File: config.mk
export PLATFORM = sky130hd
export DESIGN_NAME = pc_unit_flat
export DESIGN_NICKNAME = d
export VERILOG_FILES = /design/src/rtl/pc_if.sv /design/src/rtl/pc_unit.sv /design/src/flat_wrapper.sv
export SDC_FILE = /design/constraint.sdc
export NUM_CORES = 1
export LEC_CHECK = 0
export CAP_MARGIN = 20
export CELL_PAD_IN_SITES_DETAIL_PLACEMENT = 2
export CELL_PAD_IN_SITES_GLOBAL_PLACEMENT = 2
export CORE_UTILIZATION = 22
export DETAILED_ROUTE_END_ITERATION = 10
export GPL_TIMING_DRIVEN = 0
export HOLD_SLACK_MARGIN = 0.02
export PLACE_DENSITY = 0.86
export SLEW_MARGIN = 40
export SYNTH_ARGS = -nofsm -noshare
export SYNTH_HDL_FRONTEND = slang
export SYNTH_SLANG_ARGS = --single-unit
File: constraint.sdc
create_clock -name clk -period 3.3 [get_ports clk]
set_input_delay 0.66 -clock clk [delete_from_list [all_inputs] [get_ports clk]]
set_output_delay 0.66 -clock clk [all_outputs]
set_load 0.02 [all_outputs]
File: src/rtl/pc_if.sv
// rtl/pc_if.sv - fetch-stage program-counter control/status bundle
interface pc_if #(
    parameter int WIDTH = 32
);
    logic             stall;
    logic             redirect;
    logic [WIDTH-1:0] redirect_target;
    logic             call;
    logic             ret;
    logic             halt;
    logic             resume;
    logic [WIDTH-1:0] pc;
    logic [WIDTH-1:0] pc_next;
    logic             pc_valid;
    logic             misalign_err;
    logic             ras_empty;

    modport master (
        output stall, redirect, redirect_target, call, ret, halt, resume,
        input  pc, pc_next, pc_valid, misalign_err, ras_empty
    );

    modport slave (
        input  stall, redirect, redirect_target, call, ret, halt, resume,
        output pc, pc_next, pc_valid, misalign_err, ras_empty
    );
endinterface

File: src/rtl/pc_unit.sv
// rtl/pc_unit.sv - parametrised fetch PC with stall/redirect/halt and optional return-address stack (PC_RAS_EN)
module pc_unit #(
    parameter int               WIDTH        = 32,
    parameter int               INC          = 4,
    parameter logic [WIDTH-1:0] RESET_VECTOR = '0,
    parameter int               RAS_DEPTH    = 4
) (
    input logic clk,
    input logic rst,
    pc_if.slave bus
);
    localparam int               ALIGN      = $clog2(INC);
    localparam logic [WIDTH-1:0] ALIGN_MASK = {WIDTH{1'b1}} << ALIGN;
    localparam logic [WIDTH-1:0] STEP       = WIDTH'(INC);

    typedef enum logic [1:0] {BOOT, RUN, HALT} state_t;

    state_t           state, state_nxt;
    logic [WIDTH-1:0] pc_q, pc_nxt, pc_seq, ras_top;
    logic             mis_q, mis_nxt;
    logic             push, pop, ras_empty_w;

    // sequential fetch address; wraps silently at 2^WIDTH
    assign pc_seq = pc_q + STEP;

`ifdef PC_RAS_EN
    localparam int SPW = (RAS_DEPTH > 1) ? $clog2(RAS_DEPTH) : 1;
    localparam int CW  = $clog2(RAS_DEPTH + 1);

    logic [WIDTH-1:0] ras_mem [RAS_DEPTH];
    logic [SPW-1:0]   sp, sp_inc, sp_dec;
    logic [CW-1:0]    cnt;

    // sp points at the next free slot; the ring overwrites the oldest entry when full
    assign sp_inc      = (sp == SPW'(RAS_DEPTH - 1)) ? '0 : sp + 1'b1;
    assign sp_dec      = (sp == '0) ? SPW'(RAS_DEPTH - 1) : sp - 1'b1;
    assign ras_top     = ras_mem[sp_dec];
    assign ras_empty_w = (cnt == '0);

    // stack pointer and occupancy; reset discards any push/pop in flight
    always_ff @(posedge clk) begin
        if (rst) begin
            sp  <= '0;
            cnt <= '0;
        end else if (push) begin
            sp <= sp_inc;
            if (cnt != CW'(RAS_DEPTH))
                cnt <= cnt + 1'b1;
        end else if (pop) begin
            sp  <= sp_dec;
            cnt <= cnt - 1'b1;
        end
    end

    // return-address storage; contents are don't-care while cnt says empty
    always_ff @(posedge clk) begin
        if (!rst && push)
            ras_mem[sp] <= pc_seq;
    end
`else
    logic unused_ras;

    assign ras_top     = '0;
    assign ras_empty_w = 1'b1;
    assign unused_ras  = ^{push, pop, ras_top, bus.call};
`endif

    // next-state and next-pc selection, in strict per-cycle priority order
    always_comb begin
        state_nxt = state;
        pc_nxt    = pc_q;
        mis_nxt   = 1'b0;
        push      = 1'b0;
        pop       = 1'b0;
        case (state)
            BOOT: state_nxt = RUN;
            RUN: begin
                if (bus.redirect) begin
                    pc_nxt  = bus.redirect_target & ALIGN_MASK;
                    mis_nxt = |(bus.redirect_target & ~ALIGN_MASK);
                    push    = bus.call;
                end else if (bus.ret && !ras_empty_w) begin
                    pc_nxt = ras_top;
                    pop    = 1'b1;
                end else if (!bus.halt && !bus.stall) begin
                    pc_nxt = pc_seq;
                end
                // halt still lets a same-cycle redirect or pop land first
                if (bus.halt)
                    state_nxt = HALT;
            end
            HALT: begin
                if (bus.resume)
                    state_nxt = RUN;
            end
            default: state_nxt = BOOT;
        endcase
    end

    // state, pc and the one-cycle misalignment flag
    always_ff @(posedge clk) begin
        if (rst) begin
            state <= BOOT;
            pc_q  <= RESET_VECTOR;
            mis_q <= 1'b0;
        end else begin
            state <= state_nxt;
            pc_q  <= pc_nxt;
            mis_q <= mis_nxt;
        end
    end

    assign bus.pc           = pc_q;
    assign bus.pc_next      = pc_nxt;
    assign bus.pc_valid     = (state == RUN);
    assign bus.misalign_err = mis_q;
    assign bus.ras_empty    = ras_empty_w;
endmodule
File: src/flat_wrapper.sv
// flat-port wrapper written by rule: the top's interface ports become plain ports
module pc_unit_flat 
#(
    parameter int               WIDTH        = 32,
    parameter int               INC          = 4,
    parameter logic [WIDTH-1:0] RESET_VECTOR = '0,
    parameter int               RAS_DEPTH    = 4
)
  (clk, rst, bus_stall, bus_redirect, bus_redirect_target, bus_call, bus_ret, bus_halt, bus_resume, bus_pc, bus_pc_next, bus_pc_valid, bus_misalign_err, bus_ras_empty);
  pc_if #(.WIDTH(WIDTH)) bus_i ();
  input logic clk;
  input logic rst;
  input wire logic [$bits(bus_i.stall)-1:0] bus_stall;
  input wire logic [$bits(bus_i.redirect)-1:0] bus_redirect;
  input wire logic [$bits(bus_i.redirect_target)-1:0] bus_redirect_target;
  input wire logic [$bits(bus_i.call)-1:0] bus_call;
  input wire logic [$bits(bus_i.ret)-1:0] bus_ret;
  input wire logic [$bits(bus_i.halt)-1:0] bus_halt;
  input wire logic [$bits(bus_i.resume)-1:0] bus_resume;
  output wire logic [$bits(bus_i.pc)-1:0] bus_pc;
  output wire logic [$bits(bus_i.pc_next)-1:0] bus_pc_next;
  output wire logic [$bits(bus_i.pc_valid)-1:0] bus_pc_valid;
  output wire logic [$bits(bus_i.misalign_err)-1:0] bus_misalign_err;
  output wire logic [$bits(bus_i.ras_empty)-1:0] bus_ras_empty;
  assign bus_i.stall = bus_stall;
  assign bus_i.redirect = bus_redirect;
  assign bus_i.redirect_target = bus_redirect_target;
  assign bus_i.call = bus_call;
  assign bus_i.ret = bus_ret;
  assign bus_i.halt = bus_halt;
  assign bus_i.resume = bus_resume;
  assign bus_pc = bus_i.pc;
  assign bus_pc_next = bus_i.pc_next;
  assign bus_pc_valid = bus_i.pc_valid;
  assign bus_misalign_err = bus_i.misalign_err;
  assign bus_ras_empty = bus_i.ras_empty;
  pc_unit #(.WIDTH(WIDTH), .INC(INC), .RESET_VECTOR(RESET_VECTOR), .RAS_DEPTH(RAS_DEPTH)) u_core (.clk(clk), .rst(rst), .bus(bus_i));
endmodule
==> results of run 1 <==
==> how the worst max path moves through the flow <==
stage | depth (start not counted) | start | end
global route | 9 | bus_redirect | bus_pc_next[18]
global placement | 7 | bus_halt | bus_pc_next[16]
floorplan | 5 | bus_stall | bus_pc_next[31]
detailed placement | 8 | bus_halt | bus_pc_next[30]
finish | 6 | bus_halt | bus_pc_next[9]
CTS | 7 | u_core.bus.pc[5]$_SDFF_PP0_ | bus_pc_next[28]
==> registers in the layout (all words and copies together) (netlist names) <==
register,cells
u_core.bus.pc,32
u_core.state,2
u_core.bus.misalign_err,1
==> layout by cell type, fill, tap and decap left out, types with 6 or more instances in the layout <==
| master | Yosys | layout |
|---|---|---|
| o21ai_0 | 22 | 22 |
| nor3_1 | 18 | 15 |
| a21oi_1 | 17 | 17 |
| nor2_1 | 32 | 27 |
| nand4_1 | 8 | 8 |
| and3_1 | 8 | 8 |
| clkbuf_1 | 14 | 6 |
| nand2_1 | 25 | 25 |
| clkbuf_2 | 2 | 12 |
| clkdlybuf4s50_1 | 0 | 79 |
| inv_1 | 11 | 10 |
| buf_4 | 4 | 26 |
| a31oi_1 | 8 | 7 |
| dfxtp_1 | 35 | 23 |
| and2_1 | 19 | 19 |
| nand3_1 | 17 | 16 |
| dfxtp_2 | 0 | 9 |
==> metrics by stage <==
step                      std cells  power (mW)  worst slack (ns)  util [%]  setup TNS (ns)
final                           586        1.28          -0.00298      37.6        -0.00298
after global routing            586        1.34           -0.0474      37.6         -0.0949
after detailed placement        563       0.963             -1.11      34.3          -18.75
after floorplan                 326       0.720             0.262         -               0
after global placement          563       0.952             -1.04      34.3          -17.51
after CTS                       577        1.28            0.0154      36.6               0
==> power by group through the flow <==
| stage | clock network [mW] | registers [mW] | logic, mW |
|---|---|---|---|
| floorplan | 0 | 0.516 | 0.205 |
| CTS | 0.314 | 0.492 | 0.469 |
| global route | 0.329 | 0.498 | 0.516 |
| finish | 0.307 | 0.495 | 0.482 |
| global placement | 0 | 0.496 | 0.456 |
| detailed placement | 0 | 0.499 | 0.464 |
==> worst max-delay path: cells and delay by family <==
kind	cells	cell delay [ns]
compound gates	2	0.37
buf+inv	2	0.80
simple gates	2	0.80
==> synth_stat cells (5+ instances only) <==
library cell  count  area, sq um
a21oi_1          17         85.1
a22oi_1           5         37.5
a31oi_1           8         50.1
and2_1           19          119
and3_1            8         50.1
clkbuf_1         14         52.6
dfxtp_1          35          701
inv_1            11         41.3
mux2i_1           5         50.1
nand2_1          25         93.8
nand3_1          17         85.1
nand4_1           8         50.1
nor2_1           32          120
nor3_1           18         90.1
nor4_1            5         31.3
o21ai_0          22          110
==> final cells by class <==
cell class                 instances  area share, %
buffer                            22           3.15
clock buffer                       6           1.85
inverter                          11           1.15
multi-input combinational        256           42.8
sequential                        35           18.4
tap                              136           4.33
timing repair buffer             120           28.4
==> per-layer routing <==
| layer | GRT usage, % | vias up | share of wire [%] |
|---|---|---|---|
| met1 | 26.5 | 1570 | 44 |
| met3 | 3.89 | 18 | 4.5 |
| li1 | - | 1470 | - |
| met2 | 38.1 | 104 | 50 |
| met4 | 5.97 | 0 | 1.5 |
| met5 | 0 | - | 0 |
==> kinds of logic (layout without fill, tap and decap cells) <==
| group | after synthesis | count (layout) | share of synthesized area (%) |
|---|---|---|---|
| flops | 35 | 35 | 29.1 |
| simple gates | 159 | 159 | 36.0 |
| mux | 6 | 6 | 2.54 |
| other cells | 1 | 1 | 0.156 |
| buf+inv | 35 | 159 | 6.54 |
| compound gates | 89 | 89 | 25.2 |
| fa+ha+maj | 1 | 1 | 0.519 |
==> what timing repair did <==
action | in CTS | in global routing
endpoints found under the hold margin | 0 | 0
pin swaps | 5 | 6
setup buffers | 9 | 10
endpoints found under the setup margin | 30 | 24
hold buffers | 0 | 0
resized for setup | 84 | 33
==> results.yml, run 1 <==
synth:
  ys_ff_latch: 35
  yosysUniqueCellTypes: 65
  syn-instance-count: 326
  ys_async_sr_fraction_pct: 0
  yosys_warnings: 0
  synthesis.area_sq_mm: 0.00241
  syn_avg_cell_area_sq_um: 7.39
  ys_seq_area_share_pct: 29.1
  synthesis.nets: 367
  synth-main-ff-cell: "dfxtp_1"
  synth-edff-count: 0
drt:
  antenna_left: 0
  drt_iter0_markers: 88
  wl_per_cell_microns: 21.2
  first_pass_iters: 4
  routed_via_density: 5.40
  drcViolationCount: 0
  wl_mm: 12.4
  route.vias.total: 3162
power:
  p_sw_mw: 0.478
  comb_power_share_pct: 37.5
  internal_power_mw: 0.807
  ir_worst_vdd_v: 0.000133
  swShare_pct: 37.2
  clock_power_share_pct: 23.9
  pwr-share-seq_pct: 38.5
  p_leak_nw: 1.51
  p_per_area_mw_per_mm2: 327
worst_setup_path:
  r2r-end: "u_core.bus.pc[22]$_SDFF_PP0_"
  crit_type: "input port to output port"
  worstPathMaxFanout: 8
  rrSetupSlack_ns: 0.72
  worstPathCellList: "clkbuf_4 > or3b_2 > nor3_1 > a22oi_1 > o2bb2ai_1 > clkdlybuf4s50_1"
  reg2regPathDepth: 12
  slowest_stage: "clkdlybuf4s50_1"
  start_kind: "input port"
  reg2reg_from: "u_core.bus.pc[3]$_SDFF_PP0_"
  cp-end-kind: "output port"
  worst_ep_arrival_time_ns: 2.64
  required_ns: 2.64
  cpPeakStageDelay_ns: 0.63
floorplanning:
  start_util_pct: 23.0
  die_w_microns: 107
  die_h_microns: 107
  ioPinCount: 107
  die_area_sq_mm: 0.0114
  core_sq_mm: 0.0105
  rows: 37
grt:
  gr-usage-all-layers_pct: 21.5
  grt_max_degree: 15
  grt-ovfl-total: 0
  grt_pass1_wl_mm: 18.8
  antenna_found_initial: 0
  grt_pass1_vias: 3442
finish:
  regArea_sq_um: 723
  drive_above_1_share_pct: 21.6
  area_growth_pct: 63.2
  num-fill-cells: 1220
  final_nets: 492
  stdcell_area_sq_mm: 0.00393
  multi_input_area_sq_mm: 0.00168
  diodes: 0
min_path:
  worstHoldStart: "u_core.bus.pc[1]$_SDFF_PP0_"
  whs_path_depth: 1
  whs_endpoint: "u_core.bus.pc[1]$_SDFF_PP0_"
  hold_path_class: "flip-flop to flip-flop"
timing:
  drv_slew: 0
  fmax_mhz: 303
  relSlewSlack_pct: 53.6
  tightestPinTransition_ns: 0.696
  worst_slack_ns: -0.00298
  whs_ns: 0.496
  period_minus_slack_ns: 3.30
  finClkSkew_ns: 0.00852
  finalSetupViolations: 1
  hold_viol: 0
  finalCritPeriodShare_pct: 100
clocking:
  clockBufferDepth: 2
  htree_levels: 2
  cts.clk_slew.worst_paths_ns: 0.07
  cts_tree: "built"
  cts.sinks: 35
  cts_root_buf: "clkbuf_8"
  clk_latency_ns: 0.29
  numCtsBuffers: 5
outcome:
  outcome: "finished with violations"
  violations: "setup timing"
placement:
  placedInstanceArea_sq_mm: 0.00359
  gp_congestion: 0.855
  dp_hpwl_mm: 8.62
  port-buffer-count: 101
run:
  drv_cap: 0
(Power assumes the default switching activity.)
==> run 2: changes to the inputs <==
- CAP_MARGIN: 20 -> unset
==> results of run 2 <==
The final DEF is identical to that of run 1; final timing and power are the same.
==> variant 1 (config.mk and constraints of run 2) <==
Add a define of `PC_RAS_EN`.
--- a/src/rtl/pc_unit.sv
+++ b/src/rtl/pc_unit.sv
@@ -1,2 +1,4 @@
 // rtl/pc_unit.sv - parametrised fetch PC with stall/redirect/halt and optional return-address stack (PC_RAS_EN)
+`define PC_RAS_EN
+
 module pc_unit #(
Behaviour: not the same (Yosys sat finds a counterexample within 4 cycles, from zero or initial values and one cycle with rst high).
==> variant 1 against run 2 <==
  * Critical endpoint is now bus_pc_next[18]
  * Count of clock-buffer cells in the layout increased by 11
  * The run still ends with setup timing left
  * Combinational power grew to 2.8 times the old value
  * Wire length grew to 3.7 times the old value
  * Sequential share of layout area rose by 20 points
  * Clock skew increased by 0.0021 ns
  * Setup slack worse by 0.17 ns
  * Fmax down 5.0%
  * Total power grew to 4.6 times the old value
  * Non-clock buffer count up 98
  * Final area grew to 3.1 times the old value
  * Sequential cell count is 133 higher
  * Area after synthesis increased to 3.5 times the old value
  * Sequential power rose to 4.9 times the old value
==> variant 1: results (changes against run 2) <==
status: finished, violations left
failing checks: setup timing
Leak Pwr: 0.00439 µW (+190%)
clkbuf count: 17 (+11)
Final WS setup: -0.177 ns (-0.174 ns)
ClkCell Share: 4.62% (+2.8 points)
Crit path largest cell delay: 0.36 ns (-0.27 ns)
vias in the first global route: 8,912 (+160%)
CP Max Fanout: 5 (-3)
worst reg2reg setup slack: 0.14 ns (-0.58 ns)
non-clk buf share: 18.5% (-13 points)
share of cells above drive strength 1: 31.5% (+10 points)
worst vdd ir: 0.000351 V (+160%)
met2 Use GR: 38.3% (+0.17 points)
post-synthesis sequential area ratio: 54.8% (+26 points)
multi-input logic area: 0.00404 mm² (+140%)
critical path's slowest cell: dfxtp_4
first-pass GRT wire length: 62,300 µm (+230%)
CP arrival: 2.82 ns (+0.18 ns)
Clock Skews: 0.0106 ns (+0.00211 ns)
Synth cell types: 68 (+4.6%)
Mean Syn Cell Area: 10.7 µm² (+44%)
met1 usage: 25.4% (-1.0 points)
later-pin clock latency in the skew report: 0.44 ns (+0.15 ns)
top_reg_cell synth: edfxtp_1
routability cong.: 0.917 (+7.2%)
Synth Area in Compound Gates: 14.4% (-11 points)
CTS Root Cell: clkbuf_16
nets@finish: 1,035 (+110%)
largest net degree at the start of global routing: 26 (+11)
DRT Pass-1 Iters: 5 (+1)
Largest register FFs: 128 (+300%)
syn nets: 841 (+130%)
count of final setup violators: 19 (+18)
initial antenna violation count: 1 (+1)
-- variant 1: changes by cell type in the layout (fill, tap and decap cells not counted), moves of 12 or more --
cell,change
xor2_1,+14
nor2b_1,+16
buf_2,+12
edfxtp_1,+128
nand2_1,+56
xnor2_1,+23
buf_6,+23
buf_4,+55
a211oi_1,+24
clkbuf_16,+24
a31oi_1,+15
nor2_1,+13
-- variant 1: layer usage --
metal / up-vias / share of wire [%]
met1: 4395 / 37
met2: 553 / 49
met5: - / 0.037
met3: 146 / 8.1
met4: 2 / 5.6
li1: 3372 / -
-- variant 1: timing repair --
action / 4_1_cts / 5_1_grt
cloned: 3 / 0
setup buffers: 41 / 31
gates resized for setup: 345 / 66
pin swaps: 39 / 19
setup endpoints to repair: 87 / 32
-- variant 1: through the flow --
stage / setup slack, ns / area, µm² / setup TNS [ns]
6_report: -0.177 / 12300 / -1.04
5_1_grt: -0.187 / 12300 / -1.93
4_1_cts: -0.108 / 11900 / -0.435
3_5_place_dp: -2.13 / 10300 / -84.13
3_3_place_gp: -2.14 / 10200 / -194.61
2_1_floorplan: 0.00473 / 8490 / 0
-- variant 1: worst paths after layout --
check	cells after the start	endpoint	from
min reg2reg	0	u_core.ras_mem[3][1]$_DFFE_PP_	u_core.bus.pc[1]$_SDFF_PP0_
max	11	bus_pc_next[18]	u_core.sp[0]$_SDFFE_PP0P_
max reg2reg	7	u_core.ras_mem[3][19]$_DFFE_PP_	u_core.bus.pc[2]$_SDFF_PP0_
min	0	u_core.ras_mem[3][1]$_DFFE_PP_	u_core.bus.pc[1]$_SDFF_PP0_
-- variant 1: where the power goes --
part | internal [µW] | switching, µW | leakage [µW] | total (µW)
clock network | 1060 | 1010 | 0.000276 | 2070
logic | 535 | 804 | 0.00261 | 1340
registers | 2340 | 101 | 0.00151 | 2440
==> variant 2 (config.mk and constraints of run 2) <==
Without the edit above. The 3 states of `state_t` get a one-hot encoding in 3 bits.
--- a/src/rtl/pc_unit.sv
+++ b/src/rtl/pc_unit.sv
@@ -15,3 +15,3 @@
 
-    typedef enum logic [1:0] {BOOT, RUN, HALT} state_t;
+    typedef enum logic [2:0] {BOOT = 3'b001, RUN = 3'b010, HALT = 3'b100} state_t;
 
Formal check against the unedited RTL: same outputs for any inputs over 10 cycles, from zero or initial values and one cycle with rst high; not proved beyond that.
==> variant 2 against run 2 <==
  * The flow still finishes with violations (setup timing)
  * Total power increased by 24%
  * Sequential cell count increased by 1
  * Final area is 6.3% higher
  * Largest cell class unchanged
  * Wire length increased by 17%
  * Global-route usage increased by 1.4 points
  * Area after synthesis up 2.8%
  * Count of clock-buffer cells in the layout is 2 higher
  * Sequential share of layout area decreased by 0.76 points
  * Clock power grew 14%
  * Setup slack worse by 0.13 ns
  * Critical endpoint is now bus_pc_next[16]
==> variant 2: results (changes against run 2) <==
status: finished, violations left
failing checks: setup timing
count of final setup violators: 9 (+8)
seq pwr: 560 µW (+13%)
DR WL met3: 835 µm (+50%)
final WL: 14,500 µm (+17%)
nets@finish: 501 (+1.8%)
later-pin clock latency in the skew report: 0.30 ns
CP endpoint: bus_pc_next[16]
dpl hpwl: 9270 µm (+7.5%)
post-synthesis mux area share: 3.03% (+0.49 points)
dpl ws: -1.22 ns (-0.114 ns)
WHS Endpoint: u_core.bus.pc[0]$_SDFF_PP0_
Comb. pwr: 680 µW (+41%)
post-synthesis sequential area ratio: 29.1% (about the same)
PD cells: 381 mW/mm² (+16%)
final setup TNS: -0.393 ns (-0.390 ns)
Worst R2R End: u_core.bus.pc[26]$_SDFF_PP0_
Worst-Margin Slew: 0.686 ns (-0.0107 ns)
worst reg2reg setup slack: 0.47 ns (-0.25 ns)
post-synthesis xor/xnor area fraction: 0.354% (+0.35 points)
vias in the first global route: 3,613 (+5.0%)
hold_ws: 0.519 ns (+0.0228 ns)
met1 usage: 29.1% (+2.7 points)
critical path's slowest cell: or4b_4
Net Sw Frac: 41.2% (+4.0 points)
post-cts sizing count: 125 (+49%)
CTS clk-pin slew, worst paths: 0.09 ns (+0.02 ns)
Mean Syn Cell Area: 7.35 µm² (-0.55%)
CP Class: flop to output pin
syn nets: 378 (+3.0%)
1st-iter DRT viols: 155 (+76%)
Leak Pwr: 0.00163 µW (+7.9%)
worst reg2reg path depth: 13 (+1)
Synth Area in Compound Gates: 24.7% (-0.48 points)
delay-heaviest family, CP: simple AND/OR/NAND/NOR gates
largest cells by area after synthesis: dfxtp_1 (29%), nand2_1 (5.2%), nor3_1 (4.6%), a21oi_1 (4.4%), nand3_1 (4.0%)
Final WS setup: -0.135 ns (-0.132 ns)
first-pass GRT wire length: 20,400 µm (+8.4%)
worst vdd ir: 0.000147 V (+11%)
Post-synth top cells: dfxtp_1 (36), nand2_1 (34), nor2_1 (24), nor3_1 (23), a21oi_1 (22)
placed insts: 580 (+3.0%)
min-delay src: u_core.bus.pc[0]$_SDFF_PP0_
met2 Use GR: 39.5% (+1.4 points)
met2 wire len: 7060 µm (+13%)
Post-Synth Adder-Cell Area: 0.505% (-0.014 points)
share of cells above drive strength 1: 23.9% (+2.3 points)
Worst Setup SP: u_core.bus.pc[2]$_SDFF_PP0_
Crit path largest cell delay: 0.58 ns (-0.05 ns)
met1 wire length: 6300 µm (+15%)
CP Max Fanout: 5 (-3)
largest net degree at the start of global routing: 11 (-4)
Clock Skews: 0.0100 ns (+0.00150 ns)
Vias/cell: 5.58 (+3.4%)
met3 GRT Util: 3.44% (-0.45 points)
total track usage: 22.9% (+1.4 points)
wire per inst: 24.2 µm (+14%)
variant 2: cell count changes after synthesis, moves of 4 or more:
| cell | run 2 | this run |
|---|---|---|
| nand2_1 | 25 | 34 |
| and2_1 | 19 | 11 |
| nor2_1 | 32 | 24 |
| o21ai_0 | 22 | 15 |
| a21oi_1 | 17 | 22 |
| nor3_1 | 18 | 23 |
| nand4_1 | 8 | 4 |
| or2_2 | 1 | 5 |
variant 2: cell type report:
cell class                 instances  area (µm²)
multi-input combinational        267        1880
tap                              140         175
timing repair buffer             120        1100
fill                            1219        6710
inverter                          10        41.3
buffer                            20         149
clock buffer                       8        90.1
sequential                        36         737
variant 2: cell families after synthesis:
| kind of cell | after synthesis |
|---|---|
| fa+ha+maj | 1 |
| simple gates | 166 |
| mux | 7 |
| other cells | 1 |
| xor+xnor | 1 |
| flops | 36 |
| buf+inv | 34 |
| compound gates | 91 |
